--- config.mk ---
export PLATFORM = sky130hd
export DESIGN_NAME = vpi_stim_fifo
export DESIGN_NICKNAME = d
export VERILOG_FILES = /design/src/rtl/vpi_stim_fifo.sv
export SDC_FILE = /design/constraint.sdc
export NUM_CORES = 1
export LEC_CHECK = 0
export ABC_AREA = 1
export CAP_MARGIN = 20
export CORE_MARGIN = 8
export CORE_UTILIZATION = 55
export DETAILED_ROUTE_END_ITERATION = 6
export HOLD_SLACK_MARGIN = 0.02
export PLACE_DENSITY = 0.8
export SLEW_MARGIN = 20
export SYNTH_ARGS = -nofsm -noshare
export SYNTH_HDL_FRONTEND = slang
export SYNTH_SLANG_ARGS = --single-unit
--- constraint.sdc ---
create_clock -name clk -period 6.4 [get_ports clk]
set_input_delay 1.28 -clock clk [delete_from_list [all_inputs] [get_ports clk]]
set_output_delay 1.28 -clock clk [all_outputs]
set_load 0.01 [all_outputs]
--- src/rtl/vpi_stim_fifo.sv ---
// Stimulus FIFO between a VPI/DPI harness and the DUT, with drop counter and status.
// Define VPI_STIM_FIFO_HWM_EN to enable the occupancy high-water mark register.
module vpi_stim_fifo #(
    parameter int WIDTH = 32,
    parameter int DEPTH = 4,
    parameter int CW    = $clog2(DEPTH) + 1
) (
    input  logic             clk,
    input  logic             reset,
    input  logic             push,
    input  logic [WIDTH-1:0] push_data,
    output logic             full,
    output logic             out_valid,
    input  logic             out_ready,
    output logic [WIDTH-1:0] out_data,
    output logic [CW-1:0]    count,
    output logic [7:0]       drop_cnt,
    output logic [CW-1:0]    hwm
);

    localparam int AW = $clog2(DEPTH);
    localparam logic [AW-1:0] PTR_ONE  = AW'(1);
    localparam logic [CW-1:0] CNT_ONE  = CW'(1);
    localparam logic [CW-1:0] CNT_FULL = CW'(DEPTH);

    logic [WIDTH-1:0] mem [DEPTH];
    logic [AW-1:0]    rd_ptr;
    logic [AW-1:0]    wr_ptr;
    logic [CW-1:0]    count_q;
    logic [CW-1:0]    count_nxt;
    logic [7:0]       drop_q;
    logic             pop;
    logic             push_acc;
    logic             drop;

    assign full      = (count_q == CNT_FULL);
    assign out_valid = (count_q != '0);
    assign pop       = out_valid && out_ready;
    assign push_acc  = push && (!full || pop);
    assign drop      = push && full && !pop;
    assign out_data  = out_valid ? mem[rd_ptr] : '0;
    assign count     = count_q;
    assign drop_cnt  = drop_q;

    always_comb begin
        count_nxt = count_q;
        if (push_acc && !pop)
            count_nxt = count_q + CNT_ONE;
        else if (pop && !push_acc)
            count_nxt = count_q - CNT_ONE;
    end

    // Storage is deliberately left uncleared by reset; reset only blocks the write.
    always_ff @(posedge clk) begin
        if (!reset && push_acc)
            mem[wr_ptr] <= push_data;
    end

    always_ff @(posedge clk) begin
        if (reset) begin
            rd_ptr  <= '0;
            wr_ptr  <= '0;
            count_q <= '0;
            drop_q  <= '0;
        end else begin
            if (pop)
                rd_ptr <= rd_ptr + PTR_ONE;
            if (push_acc)
                wr_ptr <= wr_ptr + PTR_ONE;
            count_q <= count_nxt;
            if (drop && drop_q != 8'hFF)
                drop_q <= drop_q + 8'd1;
        end
    end

`ifdef VPI_STIM_FIFO_HWM_EN
    logic [CW-1:0] hwm_q;

    always_ff @(posedge clk) begin
        if (reset)
            hwm_q <= '0;
        else if (count_nxt > hwm_q)
            hwm_q <= count_nxt;
    end

    assign hwm = hwm_q;
`else
    assign hwm = '0;
`endif

endmodule

* Word-level counts from Yosys, hierarchy flattened
Memories as Yosys holds them, arrays and structs flattened. A register that Yosys moved wholly into a read port is not among the register bits. Index checks and enable logic that the tools add are counted.
Word-level totals: bits in registers 15, latch bits 0, bits in writable memories 128, bits in read-only memories 0, input port bits 36, logic and storage cells 34, memories 1
Memories:
- mem | depth 4, width 32, rd ports 1, clocked after memory_dff 1, wr ports 1, RTL line 26 | logic [WIDTH-1:0] mem [DEPTH];
Operators by class: add/subtract/negate cells 5, multipliers 0, div/mod/pow operators 0, $lt $le $gt $ge 0, equality and inequality tests 2, shift-type cells 0, muxes and demuxes 7, bitwise logic cells 0, reduce and logical (&&, ||, !) cells 15
Operators by type and width (number):
- $mux W32 | 1
- $add A8 B1 Y8 const B | 1
- $logic_and A1 B1 Y1 | 8
- $ne A8 B8 Y1 const B | 1
- $mux W3 | 2
- $add A2 B1 Y2 const B | 2
- $logic_not A1 Y1 | 4
- $mux W2 | 2
- $add A3 B1 Y3 const B | 1
- $eq A3 B3 Y1 const B | 1
- $reduce_bool A3 Y1 | 1
- $sub A3 B1 Y3 const B | 1
- $mux W1 | 2
- $reduce_bool A2 Y1 | 1
- $logic_or A1 B1 Y1 | 1

* Depth between registers and ports, before layout
Gate-level depths: netlist of run 1.
word-level depth 8, mapped depth 12

* Worst setup path before layout of run 1
No wires, ideal clock.
kind input-to-reg, start point input port out_ready, end point memory mem[0][0] (enable), library setup time 0.421 ns, arrival 3.087 ns, required time 5.979 ns, setup slack 2.892 ns, stages on the path 6, path buffers 0, path through inv_1 -> nand3_1 -> nand2_1 -> inv_1 -> nand2_1 -> nor2_1
On the way: cells in the longest elaborated chain, start to end 6
RTL lines:
- from (decl) | RTL line 14 | input logic out_ready,
- $logic_and A1 B1 Y1 | RTL line 38 | assign pop = out_valid && out_ready;
- $logic_or A1 B1 Y1 | RTL line 39 | assign push_acc = push && (!full || pop);
- $logic_and A1 B1 Y1 | RTL line 39
- $logic_and A1 B1 Y1 | RTL line 55 | if (!reset && push_acc)
- $mux W1 | RTL line 55
- $mux W1 (implied by the code) | RTL line 56 | mem[wr_ptr] <= push_data;
- to (decl) | RTL line 26
Every way passes these cells.

==> summary.md, run 1 <==
| Metric | Value |
|---|---|
| Status | complete, no violations |
| H-tree depth | 4 |
| Sink Count | approximately 150 |
| Avg WL per Cell | approximately 17 microns |
| Final Hold Fails | 0 |
| CP max FO | 33 |
| Num rows | 38 |
| Post-synth cell types | 28 |
| Root buffer cell | clkbuf_8 |
| Tot Pwr | about 3.0 mW |
| CTS Buf Count | 17 |
| HPWL Detailed | 7740 microns |
| Setup Buffers After CTS | 0 |
| Worst hold path type | flop to flop |
| Gp weighted congestion | around 0.84 |
| Resized cells post-CTS | 0 |
| Largest net degree at the start of global routing | 66 |
| Final Net Count | around 640 |
| Dpl cells | just over 700 |
| Final design utilization | roughly 69% |
| Diodes inserted | 0 |
| Port bufs | 80 |
| WP data arrival | 3.39 ns |
| Post-route DRC | 0 |
| Leak Pwr | approximately 2.6 nW |
| RSZ-0062 raised after global routing | no |
| Critical Path RT | between 5 and 6 ns |
| Total track usage | 17.8% |
| Most frequent cells in the layout | nor2_1, edfxtp_1, clkdlybuf4s50_1 |
| Initial antenna violation count | 0 |
| Routed vias | between 4000 and 5000 |
| Crit path kind | flop to primary output |
| Register bit total from synthesis | between 100 and 150 |
| Full die area | about 15000 sq um |
| Chip width | 121 microns |
| Share of the synthesized area in the top cell type | between 60% and 70% |
| Setup TNS | 0 ns |
| Number of routed nets with antenna violations | 0 |
| DR iter-0 viols | between 400 and 500 |
| Placeable Area | around 11000 sq um |
| CTS max path bufs | 2 |
| Slew HR | roughly 30% |
| Share of cells above drive strength 1 | 8.96% |
| Vias in the first global route | 4014 |
| Synth top area cells | edfxtp_1, nor2_1, dfxtp_1 |
| Max-slew violation count | 0 |
| First-pass GRT wire length | just over 20000 microns |
| Worst Skew | about 0.0063 ns |
| Synth warnings | 0 |
| DR vias/cell | approximately 5.3 |
| Final setup viols | 0 |
| Hold WS | around 0.52 ns |
| Die Ht | ~120 microns |
| Ys async rst share | 0% |
| Reg clk slew, reported paths | roughly 0.060 ns |
| CTS tree | done |
| Initial Utilization | a little under three fifths |
| Total grt overflow | 0 |
| Final period util | around 73% |
| Post-synthesis sequential area ratio | 68.8% |
| Synth Flop Type | edfxtp_1 |
| Worst-Margin Slew | between 1 and 1.5 ns |
| Area Overhead vs Synth | 23.0% |
| 1st-pass router iterations | 5 |
| Number of synthesized flops with an enable pin | between 100 and 150 |
| Post-Syn Area | 6080 sq um |
| Commonest non-fill, non-tap cell in the layout | nor2_1 |
| Total Wirelength | ~13000 microns |
| Clk_lat worst skew | 0.52 ns |
| Avg Inst Size Synth | roughly 12 sq um |
| Setup crit start kind | flop |
| Post-Layout Cell Count | roughly 750 |
| IO Pins | 84 |
| FMAX | about 210 MHz |
| Mapped Cells | about 530 |
| CP Capture Type | primary output |
| Power Dens Cells | approximately 400 nW/um^2 |
| CTS hold repair buffers | 0 |
| Max-cap violations | 0 |
| Fin crit period | around 4.7 ns |
| Synth area leader | edfxtp_1 |
| Peak VDD IR | between 0.2 and 0.3 mV |
cell usage after synthesis (2+ instances only):
cell,instances
a21oi_1,24
a21oi_2,15
buf_12,4
buf_2,7
buf_4,6
buf_6,3
buf_8,2
clkbuf_2,5
dfxtp_1,17
edfxtp_1,128
ha_1,6
inv_1,26
nand2_1,31
nand3_1,12
nand4_1,2
nor2_1,153
nor2_4,2
nor3_1,2
o21ai_0,27
o21ai_1,44
xor2_1,2
stage by stage:
stage | worst slack, ns | cell area (sq um)
after floorplan | 2.89 | 6090
after global placement | 2.32 | 6860
after detailed placement | 2.18 | 6860
after CTS | 1.61 | 7480
after global routing | 1.50 | 7480
final | 1.73 | 7480
worst max-delay path, stage by stage, from the launching register on:
cell	delay, ns
dfxtp_1	0.31
buf_4	0.36
clkinv_1	0.93
nor2_1	0.35
o21ai_0	0.12
a21oi_1	0.20
clkdlybuf4s50_1	0.59
final cells by class:
class | count | area (sq um)
clock buffer | 19 | 422
clock inverter | 13 | 191
fill | 735 | 3360
inverter | 27 | 101
multi-input combinational | 328 | 1590
sequential | 145 | 4190
tap | 140 | 175
timing repair buffer | 82 | 816
logic make-up (layout without fill, tap and decap cells):
logic type	after synthesis	count (layout)	synth area share [%]
xor gates and xnor gates	2	2	0.288
buffers and inverters	54	141	5.76
AOI/OAI and AO/OA	110	110	9.98
and+or+nand+nor	206	206	13.6
DFF	145	145	68.8
other	1	3	0.0616
adders and majority gates	7	7	1.56
registers in the layout, summed over array words and instances, names as in the netlist, named ones only:
signal	flops
count	3
drop_cnt	8
mem	128
rd_ptr	2
wr_ptr	2
layer usage:
| layer | vias to the layer above | routed length (microns) | track usage, % | part of all wire [%] |
|---|---|---|---|---|
| met3 | 15 | 964 | 7.12 | 7.5 |
| met4 | 0 | 141 | 5.71 | 1.1 |
| li1 | 1955 | - | - | - |
| met1 | 1898 | 5480 | 21.6 | 43 |
| met5 | - | 0 | 0 | 0 |
| met2 | 151 | 6230 | 28.6 | 49 |
where the power goes:
part	internal, mW	leakage, nW	switching (mW)
Combinational	0.393	1.03	0.473
Sequential	1.09	1.30	0.0702
Clock	0.665	0.294	0.353
Total	2.15	2.62	0.896
worst paths after layout:
check | start | endpoint | slack [ns] | cells after the start
min | rd_ptr[0] | flop | 0.52 | 2
min reg2reg | rd_ptr[0] | flop | 0.52 | 2
max reg2reg | count[0] | mem[3][15] | 3.98 | 6
max | flop | out_data[12] | 1.73 | 6
No activity file was read; power rests on OpenSTA's default activity.
==> inputs of run 2 (changes only) <==
- clock period: 6.4 -> 4.8 ns (I/O delays scaled with it)
==> summary.md, run 2 (synthesis gave the netlist of run 1 again) <==
| Metric | Value |
|---|---|
| Reg clk slew, reported paths | 0.06 ns (about the same) |
| Full die area | 14700 sq um (unchanged) |
| CTS tree | done |
| R2R depth | 6 (unchanged) |
| Share of cells above drive strength 1 | 9.45% (+0.49 points) |
| Post-Layout Cell Count | 754 (unchanged) |
| Sink Count | 145 (unchanged) |
| Area after DPL | 6870 sq um (+0.11%) |
| Setup TNS | 0 ns (unchanged) |
| Number of routed nets with antenna violations | 0 (unchanged) |
| Most flop-heavy register | mem |
| Final period util | between 70% and 80% |
| H-tree depth | 4 (unchanged) |
| Port bufs | 80 (unchanged) |
| Final setup viols | 0 (unchanged) |
| Diodes inserted | 0 (unchanged) |
| Chip width | 121 microns (unchanged) |
| Fin area | 7490 sq um (about the same) |
| Final Net Count | 646 (+0.31%) |
| CTS Buf Count | 17 (unchanged) |
| Clk_lat worst skew | 0.51 ns (about the same) |
| Total Wirelength | 12800 microns (-0.27%) |
| HP Start | rd_ptr[0] |
| IO Pins | 84 (unchanged) |
| CP Capture Type | primary output |
| Largest net degree at the start of global routing | 65 (-1.5%) |
| Worst-Margin Slew | 1.03 ns (-0.0240 ns) |
| 1st-pass router iterations | 6 (+1) |
| Worst hold path type | flop to flop |
| Crit path kind | flop to primary output |
| First-pass GRT wire length | 20100 microns (-0.71%) |
| Final worst slack | 1.06 ns (-0.667 ns) |
| R2R Path End | mem[3][5] |
| RSZ-0062 raised after global routing | no |
| Hold Path Depth | 2 (unchanged) |
| Gp weighted congestion | 0.801 (-5.0%) |
| R2r startpoint | count[1] |
| Num rows | 38 (unchanged) |
| Max reg flops | 128 (unchanged) |
| Setup crit start kind | flop |
| Dpl ws | 1.39 ns (-0.784 ns) |
| DR vias/cell | 5.47 (+2.6%) |
| Total track usage | 17.7% (-0.089 points) |
| Setup Buffers After CTS | 0 (unchanged) |
| Max-slew violation count | 0 (unchanged) |
| Tot Pwr | 4.03 mW (+32%) |
| Fin crit period | between 3 and 4 ns |
| Dpl cells | 723 (+0.14%) |
| Area Overhead vs Synth | 23.1% (about the same) |
| Status | complete, no violations |
| CTS hold repair buffers | 0 (unchanged) |
| Avg WL per Cell | 17.0 microns (-0.27%) |
| Critical Path RT | 3.84 ns (-1.28 ns) |
| Resized cells post-CTS | 0 (unchanged) |
| Post-route DRC | 0 (unchanged) |
| CP max FO | 19 (-42%) |
| DR iter-0 viols | 332 (-26%) |
| Routed vias | 4123 (+2.6%) |
| Root buffer cell | clkbuf_8 |
| Worst Skew | 0.00738 ns (+0.00103 ns) |
| Vias in the first global route | 4058 (+1.1%) |
| HPWL Detailed | 7680 microns (-0.76%) |
| Total grt overflow | 0 (unchanged) |
| Initial Utilization | 56.1% (unchanged) |
| Peak VDD IR | 0.330 mV (+27%) |
| Most frequent cells in the layout | nor2_1, edfxtp_1, clkdlybuf4s50_1 |
| CTS max path bufs | 2 (unchanged) |
| Max-cap violations | 0 (unchanged) |
| Die Ht | 121 microns (unchanged) |
| Leak Pwr | 2.64 nW (+0.45%) |
| R2R Setup Slk | 2.39 ns (-1.59 ns) |
| Commonest non-fill, non-tap cell in the layout | nor2_1 |
| FMAX | about 270 MHz |
| Slew HR | 31.5% (+1.6 points) |
| Placeable Area | 10800 sq um (unchanged) |
| Initial antenna violation count | 0 (unchanged) |
| Crit. Startpoint | count[1] |
| Power Dens Cells | 538 nW/um^2 (+32%) |
| WP data arrival | 2.78 ns (-0.61 ns) |
| Final Hold Fails | 0 (unchanged) |
-- run 2: cell types whose count changed in the layout (fill, tap and decap cells not counted), sizes merged --
cell	before	now
buf	2	4
clkinvlp	2	1
bufinv	5	4
-- run 2: final cells by class --
type                            count  area [sq um]
Sequential cell                   145          4190
Fill cell                         757          3350
Multi-Input combinational cell    328          1590
Timing Repair Buffer               84           851
Clock buffer                       19           422
Tap cell                          140           175
Clock inverter                     11           165
Inverter                           27           101
-- run 2: routing by layer --
layer | vias to the layer above | wire length [microns] | global-route usage [%]
met3 | 13 | 1010 | 5.03
met5 | - | 0 | 0
met2 | 180 | 6360 | 29.5
li1 | 1954 | - | -
met4 | 0 | 147 | 6.55
met1 | 1976 | 5270 | 21.5
-- run 2: report_power, final --
part | total (mW) | internal [mW] | switching [mW]
sequential | 1.50 | 1.45 | 0.0425
clock | 1.31 | 0.835 | 0.474
combinational | 1.22 | 0.535 | 0.688
total | 4.03 | 2.82 | 1.20
-- run 2: through the flow --
step / hold slack (ns) / util (%)
finish: 0.540 / 69.1
detailed placement: 0.526 / 63.4
global route: 0.554 / 69.1
floorplan: 0.464 / -
global placement: 0.501 / 63.4
CTS: 0.534 / 68.8
-- run 2: how the worst max path moves through the flow --
stage	to	slack (ns)	depth (start not counted)
after floorplan	mem[0][0]	1.61	6
after global placement	mem[0][15]	1.47	7
after detailed placement	mem[1][7]	1.39	7
after CTS	out_data[0]	1.07	6
after global routing	out_data[13]	0.91	6
final	out_data[13]	1.06	6
-- run 2: critical path, stage by stage (launching register included) --
cell	delay, ns
dfxtp_1	0.37
nor2_2	0.17
nand2_1	0.15
inv_1	0.50
buf_4	0.42
a21oi_1	0.13
clkdlybuf4s50_1	0.51
==> inputs of run 3 (changes only) <==
- clock period: 4.8 -> 3.85 ns (I/O delays scaled with it)
==> summary.md, run 3 (synthesis gave the netlist of run 1 again) <==
| Metric | Value |
|---|---|
| WP data arrival | 2.94 ns (+0.16 ns) |
| M1 wire length | 5280 microns (+0.19%) |
| Port bufs | 80 (unchanged) |
| Fin crit period | between 3 and 4 ns |
| Diodes inserted | 0 (unchanged) |
| Die Ht | 121 microns (unchanged) |
| Total track usage | 18.8% (+1.1 points) |
| Share of cells above drive strength 1 | 10.5% (+1.0 points) |
| IO Pins | 84 (unchanged) |
| Max reg flops | 128 (unchanged) |
| Avg WL per Cell | 17.4 microns (+2.8%) |
| CP max FO | 64 (+45) |
| Post-route DRC | 0 (unchanged) |
| Cells along the critical path | inv_2, o21ai_0, a21oi_1, clkdlybuf4s50_1 |
| Number of routed nets with antenna violations | 0 (unchanged) |
| Worst Skew | 0.00961 ns (+0.00223 ns) |
| Setup crit start kind | flop |
| HP Start | rd_ptr[1] |
| CTS tree | done |
| Full die area | 14700 sq um (unchanged) |
| Peak VDD IR | 0.434 mV (+31%) |
| Top routing layer in use | met4 |
| Placeable Area | 10800 sq um (unchanged) |
| H-tree depth | 4 (unchanged) |
| First-pass GRT wire length | 21300 microns (+5.7%) |
| R2R Path End | mem[0][13] |
| CP Capture Type | primary output |
| Multi-input logic area | 1590 sq um (unchanged) |
| Gp weighted congestion | 0.828 (+3.3%) |
| Critical Path RT | 3.08 ns (-0.76 ns) |
| Num rows | 38 (unchanged) |
| Total Wirelength | 13300 microns (+3.9%) |
| Chip width | 121 microns (unchanged) |
| Final Hold Fails | 0 (unchanged) |
| R2r startpoint | count[1] |
| Final period util | 96.5% |
| RSZ-0062 raised after global routing | no |
| Initial Utilization | 56.1% (unchanged) |
| Root buffer cell | clkbuf_8 |
| Most flop-heavy register | mem |
| 1st-pass router iterations | 7 (+1) |
| Total grt overflow | 0 (unchanged) |
| Slowest cell delay on critical path | 0.78 ns (+0.27 ns) |
| R2R Setup Slk | 1.52 ns (-0.87 ns) |
| Area Overhead vs Synth | 24.8% |
| Resized cells post-CTS | 0 (unchanged) |
| CTS Buf Count | 17 (unchanged) |
| HPWL Detailed | 8680 microns (+13%) |
| Commonest non-fill, non-tap cell in the layout | nor2_1 |
| R2R depth | 7 (+1) |
| Power Dens Cells | 678 nW/um^2 (+26%) |
| Final Net Count | 652 (+0.93%) |
| FMAX | between 200 and 300 MHz |
| Largest net degree at the start of global routing | 65 (unchanged) |
| Register area | 4190 sq um (unchanged) |
| Initial antenna violation count | 0 (unchanged) |
| Most frequent cells in the layout | nor2_1, edfxtp_1, clkdlybuf4s50_1 |
| Dpl ws | 0.704 ns (-0.688 ns) |
| CTS max path bufs | 2 (unchanged) |
| Met3 wire length | 1120 microns (+11%) |
| Max-cap violations | 0 (unchanged) |
| DR vias/cell | 5.50 (+0.58%) |
| Setup TNS | 0 ns (unchanged) |
| Setup Buffers After CTS | 0 (unchanged) |
| Slew HR | 34.7% (+3.3 points) |
| Final worst slack | 0.136 ns (-0.928 ns) |
| Vias in the first global route | 4326 (+6.6%) |
| Status | complete, no violations |
| Crit path kind | flop to primary output |
| Worst hold path type | flop to flop |
| Clk_lat worst skew | 0.53 ns (+0.02 ns) |
| Met2 WL post-DR | 6670 microns (+4.8%) |
| DR iter-0 viols | 391 (+18%) |
| Worst Hold End | rd_ptr[1] |
| Reg clk slew, reported paths | 0.06 ns (about the same) |
| Final setup viols | 0 (unchanged) |
| Sink Count | 145 (unchanged) |
| CP max stage cell | inv_2 |
| Max-slew violation count | 0 (unchanged) |
| Filler cell count | 758 (+0.13%) |
| Routed vias | 4191 (+1.6%) |
| Leak Pwr | 2.69 nW (+2.2%) |
| Hold Path Depth | 2 (unchanged) |
| Worst-Margin Slew | 0.977 ns (-0.0483 ns) |
| CTS hold repair buffers | 0 (unchanged) |
-- run 3: per-layer routing --
layer  track usage (%)  vias up
met5                 0        -
met1              21.5     2021
li1                  -     1963
met4              7.86        0
met2              31.3      189
met3              7.17       18
-- run 3: metrics by stage --
| stage | power, mW | utilization, % | std cells | hold WS (ns) | cell area (sq um) |
|---|---|---|---|---|---|
| 2_1_floorplan | 2.81 | - | 527 | 0.464 | 6090 |
| 3_3_place_gp | 3.37 | 63.9 | 729 | 0.483 | 6930 |
| 3_5_place_dp | 3.41 | 63.9 | 729 | 0.532 | 6930 |
| 4_1_cts | 5.15 | 69.8 | 761 | 0.534 | 7560 |
| 5_1_grt | 5.37 | 70.0 | 762 | 0.557 | 7590 |
| 6_report | 5.15 | 70.0 | 762 | 0.533 | 7590 |
-- run 3: worst max-delay path: cells and delay by family, from the launching register on --
family,cells,cell delay [ns]
AOI/OAI and AO/OA,2,0.55
DFF,1,0.48
buffers and inverters,2,1.36
-- run 3: power breakdown --
group	switching, mW	leakage, nW	internal, mW
combinational	0.826	1.08	0.674
sequential	0.0822	1.30	1.81
clock	0.605	0.309	1.15
total	1.51	2.69	3.63
-- run 3: final cells by class --
class,instances,share of cell area (%)
repair buffers,90,12.0
multi-input cells,328,20.9
flip-flops and latches,145,55.1
clock inverters,11,2.44
inverters,27,1.34
clock buffers,21,5.92
well taps,140,2.31
-- run 3: how the worst max path moves through the flow --
stage                     slack (ns)       from  depth (start not counted)      endpoint
final                           0.14       flop                          4  out_data[31]
after global routing           0.002       flop                          4   out_data[2]
after CTS                       0.11       flop                          4  out_data[31]
after detailed placement        0.70       flop                          4  out_data[31]
after global placement          0.83  out_ready                          8    mem[0][28]
after floorplan                 0.85  out_ready                          6     mem[0][0]
